File: config.mk
export PLATFORM = sky130hd
export DESIGN_NAME = int_check
export DESIGN_NICKNAME = d
export VERILOG_FILES = /design/src/rtl/int_check.sv
export SDC_FILE = /design/constraint.sdc
export NUM_CORES = 1
export LEC_CHECK = 0
export ABC_AREA = 1
export BUFFER_PORTS_ARGS = -buffer_cell sky130_fd_sc_hd__buf_2
export CELL_PAD_IN_SITES_DETAIL_PLACEMENT = 2
export CELL_PAD_IN_SITES_GLOBAL_PLACEMENT = 2
export CORE_MARGIN = 5
export CORE_UTILIZATION = 30
export DETAILED_ROUTE_END_ITERATION = 6
export PLACE_DENSITY_LB_ADDON = 0.1
export SETUP_SLACK_MARGIN = 0.3
export SLEW_MARGIN = 40
export SYNTH_ARGS = -nofsm -noshare
export SYNTH_HDL_FRONTEND = slang
export SYNTH_SLANG_ARGS = --single-unit
File: constraint.sdc
create_clock -name clk -period 3.4 [get_ports clk]
set_clock_uncertainty 0.15 [all_clocks]
set_input_delay 1.02 -clock clk [delete_from_list [all_inputs] [get_ports clk]]
set_output_delay 1.02 -clock clk [all_outputs]
set_load 0.1 [all_outputs]
File: src/rtl/int_check.sv
// rtl/int_check.sv - byte-serial checker for C "int a, b;" declarations
// Optional: define INTCHECK_TAB_WS_EN to treat tab (0x09) as whitespace.
module int_check (
    input  logic       clk,
    input  logic       reset,
    input  logic [7:0] in,
    output logic       out
);

    localparam logic [7:0] CH_SP    = 8'h20;
    localparam logic [7:0] CH_TAB   = 8'h09;
    localparam logic [7:0] CH_I     = 8'h69;
    localparam logic [7:0] CH_N     = 8'h6e;
    localparam logic [7:0] CH_T     = 8'h74;
    localparam logic [7:0] CH_UND   = 8'h5f;
    localparam logic [7:0] CH_COMMA = 8'h2c;
    localparam logic [7:0] CH_SEMI  = 8'h3b;

    typedef enum logic [3:0] {
        S_START, S_K_I, S_K_N, S_K_T, S_PRE_ID,
        S_IN_ID, S_POST_ID, S_ACCEPT, S_ERR
    } state_t;

    // Progress of the current ID towards the reserved word "int".
    typedef enum logic [1:0] {KW_NONE, KW_I, KW_IN, KW_INT} kw_t;

    state_t state, state_next;
    kw_t    kw, kw_next;

    logic is_ws, is_letter, is_digit, is_und, is_head, is_idc;

    always_comb begin
`ifdef INTCHECK_TAB_WS_EN
        is_ws = (in == CH_SP) || (in == CH_TAB);
`else
        is_ws = (in == CH_SP);
`endif
        is_letter = ((in >= 8'h61) && (in <= 8'h7a)) || ((in >= 8'h41) && (in <= 8'h5a));
        is_digit  = (in >= 8'h30) && (in <= 8'h39);
        is_und    = (in == CH_UND);
        is_head   = is_letter || is_und;
        is_idc    = is_head || is_digit;
    end

    always_ff @(posedge clk or posedge reset) begin
        if (reset) begin
            state <= S_START;
            kw    <= KW_NONE;
        end else begin
            state <= state_next;
            kw    <= kw_next;
        end
    end

    always_comb begin
        state_next = state;
        kw_next    = kw;
        case (state)
            S_START, S_ACCEPT: begin
                if (is_ws || in == CH_SEMI) state_next = S_START;
                else if (in == CH_I)        state_next = S_K_I;
                else                        state_next = S_ERR;
            end
            S_K_I: state_next = (in == CH_N) ? S_K_N : S_ERR;
            S_K_N: state_next = (in == CH_T) ? S_K_T : S_ERR;
            S_K_T: state_next = is_ws ? S_PRE_ID : S_ERR;
            S_PRE_ID: begin
                if (is_ws) begin
                    state_next = S_PRE_ID;
                end else if (is_head) begin
                    state_next = S_IN_ID;
                    kw_next    = (in == CH_I) ? KW_I : KW_NONE;
                end else begin
                    state_next = S_ERR;
                end
            end
            S_IN_ID: begin
                if (is_idc) begin
                    state_next = S_IN_ID;
                    case (kw)
                        KW_I:    kw_next = (in == CH_N) ? KW_IN  : KW_NONE;
                        KW_IN:   kw_next = (in == CH_T) ? KW_INT : KW_NONE;
                        default: kw_next = KW_NONE;
                    endcase
                end else if (is_ws) begin
                    state_next = (kw == KW_INT) ? S_ERR : S_POST_ID;
                end else if (in == CH_COMMA) begin
                    state_next = (kw == KW_INT) ? S_ERR : S_PRE_ID;
                end else if (in == CH_SEMI) begin
                    state_next = (kw == KW_INT) ? S_START : S_ACCEPT;
                end else begin
                    state_next = S_ERR;
                end
            end
            S_POST_ID: begin
                if (is_ws)                  state_next = S_POST_ID;
                else if (in == CH_COMMA)    state_next = S_PRE_ID;
                else if (in == CH_SEMI)     state_next = S_ACCEPT;
                else                        state_next = S_ERR;
            end
            S_ERR:   state_next = (in == CH_SEMI) ? S_START : S_ERR;
            default: state_next = S_START;
        endcase
    end

    always_comb begin
        out = (state == S_ACCEPT);
    end

endmodule

Yosys cells after proc, flatten, opt, wreduce, memory -nomap -nowiden
Cells that the tools add are included.

Flip-flop bits (word level): 6. Bits of input ports: 10. Output and inout port bits: 1. Word-level logic and storage cells: 67.

Magnitude comparators: 6. Eq/ne operators: 21. Mux-type cells: 27. Reduce and logical (&&, ||, !) cells: 11.

Operators with widths (count): 4-bit 2-to-1 mux (17); 8-bit by 7-bit equality test with 1-bit output (second input constant) (4); 4-bit one-hot mux with 8 select lines (1); 8-bit by 6-bit equality test with 1-bit output (second input constant) (3); 4-bit by 3-bit equality test with 1-bit output (second input constant) (4); 8-bit by 7-bit greater-or-equal comparator with 1-bit output (second input constant) (2); 8-bit by 7-bit less-or-equal comparator with 1-bit output (second input constant) (2); 2-bit 2-to-1 mux (5); 4-bit by 2-bit equality test with 1-bit output (second input constant) (2); 8-bit by 6-bit greater-or-equal comparator with 1-bit output (second input constant) (1); 8-bit by 6-bit less-or-equal comparator with 1-bit output (second input constant) (1); 2-bit one-hot mux with 2 select lines (2); 2-bit inequality test (second input constant) (3); 2-bit equality test (second input constant) (2); 4-bit by 1-bit equality test with 1-bit output (second input constant) (1); 4-bit equality test (second input constant) (1); 4-bit logical NOT (1); 1-bit logical OR (4); 4-bit AND reduction (1); 1-bit logical AND (3); 3-bit 2-to-1 mux (1); 2-bit by 1-bit equality test with 1-bit output (second input constant) (1); 2-bit nonzero test (1); 2-bit OR reduction (1); 1-bit 2-to-1 mux (1).

Depth between registers and ports, before layout
Word-level depth: 7. Depth in mapped cells: 11. Mapped depth without buffers: 11.

Worst setup path before layout
OpenSTA, ideal clock, no wires.

Path kind: register to output. From: register state[3]. To: output port out. Arrival: 1.803 ns. Data required time: 2.230 ns. Slack: 0.427 ns. Stages on the path, launching flop included: 4. Path through: dfrtp_1 > inv_1 > nand2_2 > nor2_1.

Word-level cells in the longest chain between the ends: 1.

RTL lines: start: declaration (RTL line 27) `state_t state, state_next;`; start signal: assignment (RTL line 50) `state <= state_next;`; 4-bit by 3-bit equality test with 1-bit output (RTL line 107) `out = (state == S_ACCEPT);`; end: declaration (RTL line 7) `output logic out`.

Every way passes these cells.

Worst setup path in the final report
Ends and elaborated chain as after synthesis.

==> tab_implementation.tex <==
\begin{tabular}{lr}
\hline
Metric & Value \\
\hline
\multicolumn{2}{l}{\textbf{Synth}} \\
\quad Cell type contributing the most total cell area after synthesis & nand2\_1 \\
\quad Number of synthesized flops with an enable pin & 0 \\
\quad Synthesized area & around 780 um2 \\
\quad Netlist cell types & 19 \\
\quad Proportion of netlist area held by the largest area contributor & 19.74\% \\
\quad Synthesis-stage register bit count & 6 \\
\quad Most common cell in the netlist & nand2\_1 \\
\quad Syn Inst Count & about 140 \\
\quad Net count after synthesis & 156 \\
\quad Primary FF master, synth & dfrtp\_1 \\
\quad FFs w/ async S/R, synth & between 90\% and 100\% \\
\quad Mean post-synth cell area & $\sim$5.5 um2 \\
\quad Sequential fraction of the synthesis area & between 10\% and 20\% \\
\quad Cells taking the most area after synthesis & nand2\_1 (20\%), dfrtp\_1 (19\%), inv\_1 (13\%) \\
\quad Yosys warning total & 0 \\
\quad Most common library cells after synthesis & nand2\_1 (41), inv\_1 (28), nor2\_1 (26), nand2\_2 (8), nand3\_1 (8) \\
\multicolumn{2}{l}{\textbf{Detailed routing}} \\
\quad Average wire per standard cell & 13.99 um \\
\quad Length of the first detailed-routing pass in iterations & 3 \\
\quad DRT antenna net count & 0 \\
\quad Via density per instance & 4.876 \\
\quad Detailed-route via count & 907 \\
\quad Starting DRC count in detailed routing & 13 \\
\quad Final wirelength & 2602 um \\
\quad Total DRC errors in the routed layout & 0 \\
\multicolumn{2}{l}{\textbf{Final layout}} \\
\quad Diode count & 0 \\
\quad Area growth, synth to finish & 14.13\% \\
\quad Post-layout nets & 171 \\
\quad Number of filler instances in the final layout & 340 \\
\quad Finished layout cell area & about 900 um2 \\
\quad Fraction of final layout cells sized beyond drive strength 1 & between 10\% and 20\% \\
\multicolumn{2}{l}{\textbf{Worst setup path}} \\
\quad Reg-to-reg critical path startpoint & state[1] \\
\quad Sequence of cells on the critical path & inv\_1, nand2\_2, nor2\_1, buf\_2 \\
\quad Nature of the critical path endpoint & output pin \\
\quad Top Family by Delay on Critical Path & buffers and inverters \\
\quad Arrival time at the worst endpoint & between 1 and 1.5 ns \\
\quad Worst setup path class & reg -> out \\
\quad R2R Setup Slk & roughly 1.7 ns \\
\quad CP Launch Type & flop \\
\quad Slowest-stage cell, CP & buf\_2 \\
\quad Number of cells traversed by the worst register-to-register path & 6 \\
\quad End of the worst register-to-register path & kw[0] \\
\quad Longest individual stage delay on the worst path & around 0.43 ns \\
\quad Highest net fanout along the worst path & 7 \\
\quad Worst endpoint required time & 2.23 ns \\
\quad Buffers plus inverters on the worst setup path & 2 \\
\multicolumn{2}{l}{\textbf{Clock network}} \\
\quad Clock tree root buffer cell & clkbuf\_4 \\
\quad Maximum level of the CTS H-tree & 1 \\
\quad Hold buffer count at CTS & 0 \\
\quad Number of buffers added for setup after CTS & 0 \\
\quad Total CTS buffers & 3 \\
\quad Resized Gates After CTS & 0 \\
\quad Clock latency on the worst-skew pair & between 0.2 and 0.3 ns \\
\quad Clock tree from TritonCTS & built \\
\quad Clock slew at reported path FFs & about 0.050 ns \\
\quad Number of clock sinks & 6 \\
\quad Max clock buf depth & 2 \\
\multicolumn{2}{l}{\textbf{STA}} \\
\quad Final Slew Violations & 0 \\
\quad Worst rel slew slack & between 60 and 70\% \\
\quad Time the worst path needs with I/O delays and setup & approximately 2.5 ns \\
\quad Final-report setup violation count & 0 \\
\quad Setup total negative slack & 0 ns \\
\quad Max Fclk & just under 400 MHz \\
\quad RSZ-0062 raised after global routing & no \\
\quad Number of hold-slack violations in the final timing report & 0 \\
\quad Transition time of the tightest slew-check pin & about 0.48 ns \\
\quad Share of the cycle needed by the critical path after routing & 74.50\% \\
\multicolumn{2}{l}{\textbf{Hold path}} \\
\quad Hold Crit Start & kw[1] \\
\quad Path category of the worst min-delay check & reg -> reg \\
\quad Hold Path Cell Cnt & 2 \\
\quad Endpoint, Worst Hold & kw[1] \\
\multicolumn{2}{l}{\textbf{Place}} \\
\quad Final weighted congestion of routability-driven global placement & 0.8384 \\
\quad Half-perimeter wire length after detailed placement & 2238 um \\
\quad Placed instance area & 867.1 um2 \\
\quad Number of buffers added on ports & 10 \\
\multicolumn{2}{l}{\textbf{Outcome}} \\
\quad Result of the run & finished, final reports clean \\
\multicolumn{2}{l}{\textbf{GRT}} \\
\quad Initial antenna violation count & 0 \\
\quad Pin count of the biggest net entering global routing & 8 \\
\quad Number of global-route vias before repair & 1015 \\
\quad GRT overflow & 0 \\
\quad Wire length of the first global-routing pass & about 4500 um \\
\quad Overall Global Routing Usage & 16.62\% \\
\multicolumn{2}{l}{\textbf{Floorplan}} \\
\quad Area of the die & 3718 um2 \\
\quad Total I/O pin count & 11 \\
\quad Chip Width & just over 60 um \\
\quad Die outline height & between 60 and 70 um \\
\quad Number of rows in the core area & 18 \\
\quad Area of the placeable core & 2477 um2 \\
\quad Starting density of the core & between 30\% and 40\% \\
\multicolumn{2}{l}{\textbf{Power and ir drop}} \\
\quad Leakage & 0.4761 nW \\
\quad Pwr/cell area & 227.3 nW/um2 \\
\quad Worst vdd ir & 89.54 uV \\
\multicolumn{2}{l}{\textbf{Run}} \\
\quad Number of max-cap violations & 0 \\
\hline
\end{tabular}
## area by class of cell
cell class	instances	area [um2]	area share, %
sequential	6	150.1	16.88
inverter	30	112.6	12.66
timing repair buffer	10	50.05	5.626
clock buffer	3	22.52	2.532
multi-input combinational	107	516.7	58.09
tap	30	37.54	4.219
## registers in the layout (all words and copies together) (netlist names)
| register | count |
|---|---|
| state | 4 |
| kw | 2 |
## where the power goes
group	internal, mW	switching (mW)	leakage [nW]
Clock	0.0401	0.0280	0.0138
Combinational	0.0185	0.0391	0.383
Sequential	0.0744	0.00208	0.0790
Total	0.133	0.0692	0.476
## layer usage
layer | share of wire, % | track usage (%)
met1 | 41 | 17.43
met2 | 52 | 31.76
met3 | 2.3 | 0.4255
met4 | 4.5 | 11.15
met5 | 0 | 0
## cell usage in the layout, fill, tap and decap left out
cell	n
a21oi_1	1
buf_2	10
clkbuf_4	3
clkinv_1	1
dfrtp_1	6
ha_1	3
inv_1	28
inv_2	1
nand2_1	41
nand2_2	8
nand2_4	1
nand3_1	8
nand4_1	3
nor2_1	26
nor2_2	5
nor2_4	1
nor3_1	1
o211ai_1	1
o21ai_0	6
o21ai_2	1
o311ai_1	1
## stage by stage
| stage | utilization (%) | hold WS (ns) | setup WS, ns | power [mW] | instances |
|---|---|---|---|---|---|
| finish | 35.91 | 0.4179 | 0.8669 | 0.2022 | 186 |
| global route | 35.91 | 0.4517 | 0.7867 | 0.2137 | 186 |
| CTS | 35.91 | 0.4252 | 0.8485 | 0.2045 | 186 |
| detailed placement | 35.00 | 0.4143 | 1.116 | 0.1359 | 183 |
| global placement | 35.00 | 0.3950 | 1.141 | 0.1326 | 183 |
| floorplan | - | 0.3672 | 0.4268 | 0.1151 | 143 |
## worst reg2reg max path, stage by stage (launching register included)
cell and delay, ns:
dfrtp_1 0.40, nor2_1 0.16, inv_1 0.07, nor2_1 0.23
nand3_1 0.29, nand3_1 0.18, nand2_1 0.06
## kinds of logic after synthesis
logic type      synth area share (%)
buf+inv                        14.45
flops                          19.26
simple gates                   53.77
fa+ha+maj                      4.816
compound gates                 7.705
## worst max path at each step
stage                         from  end  cells past startpoint
after floorplan           state[3]  out                      3
after global placement    state[3]  out                      4
after detailed placement  state[3]  out                      4
after CTS                 state[3]  out                      4
after global routing      state[3]  out                      4
final                     state[3]  out                      4
Power figures use the tool's default switching activity.
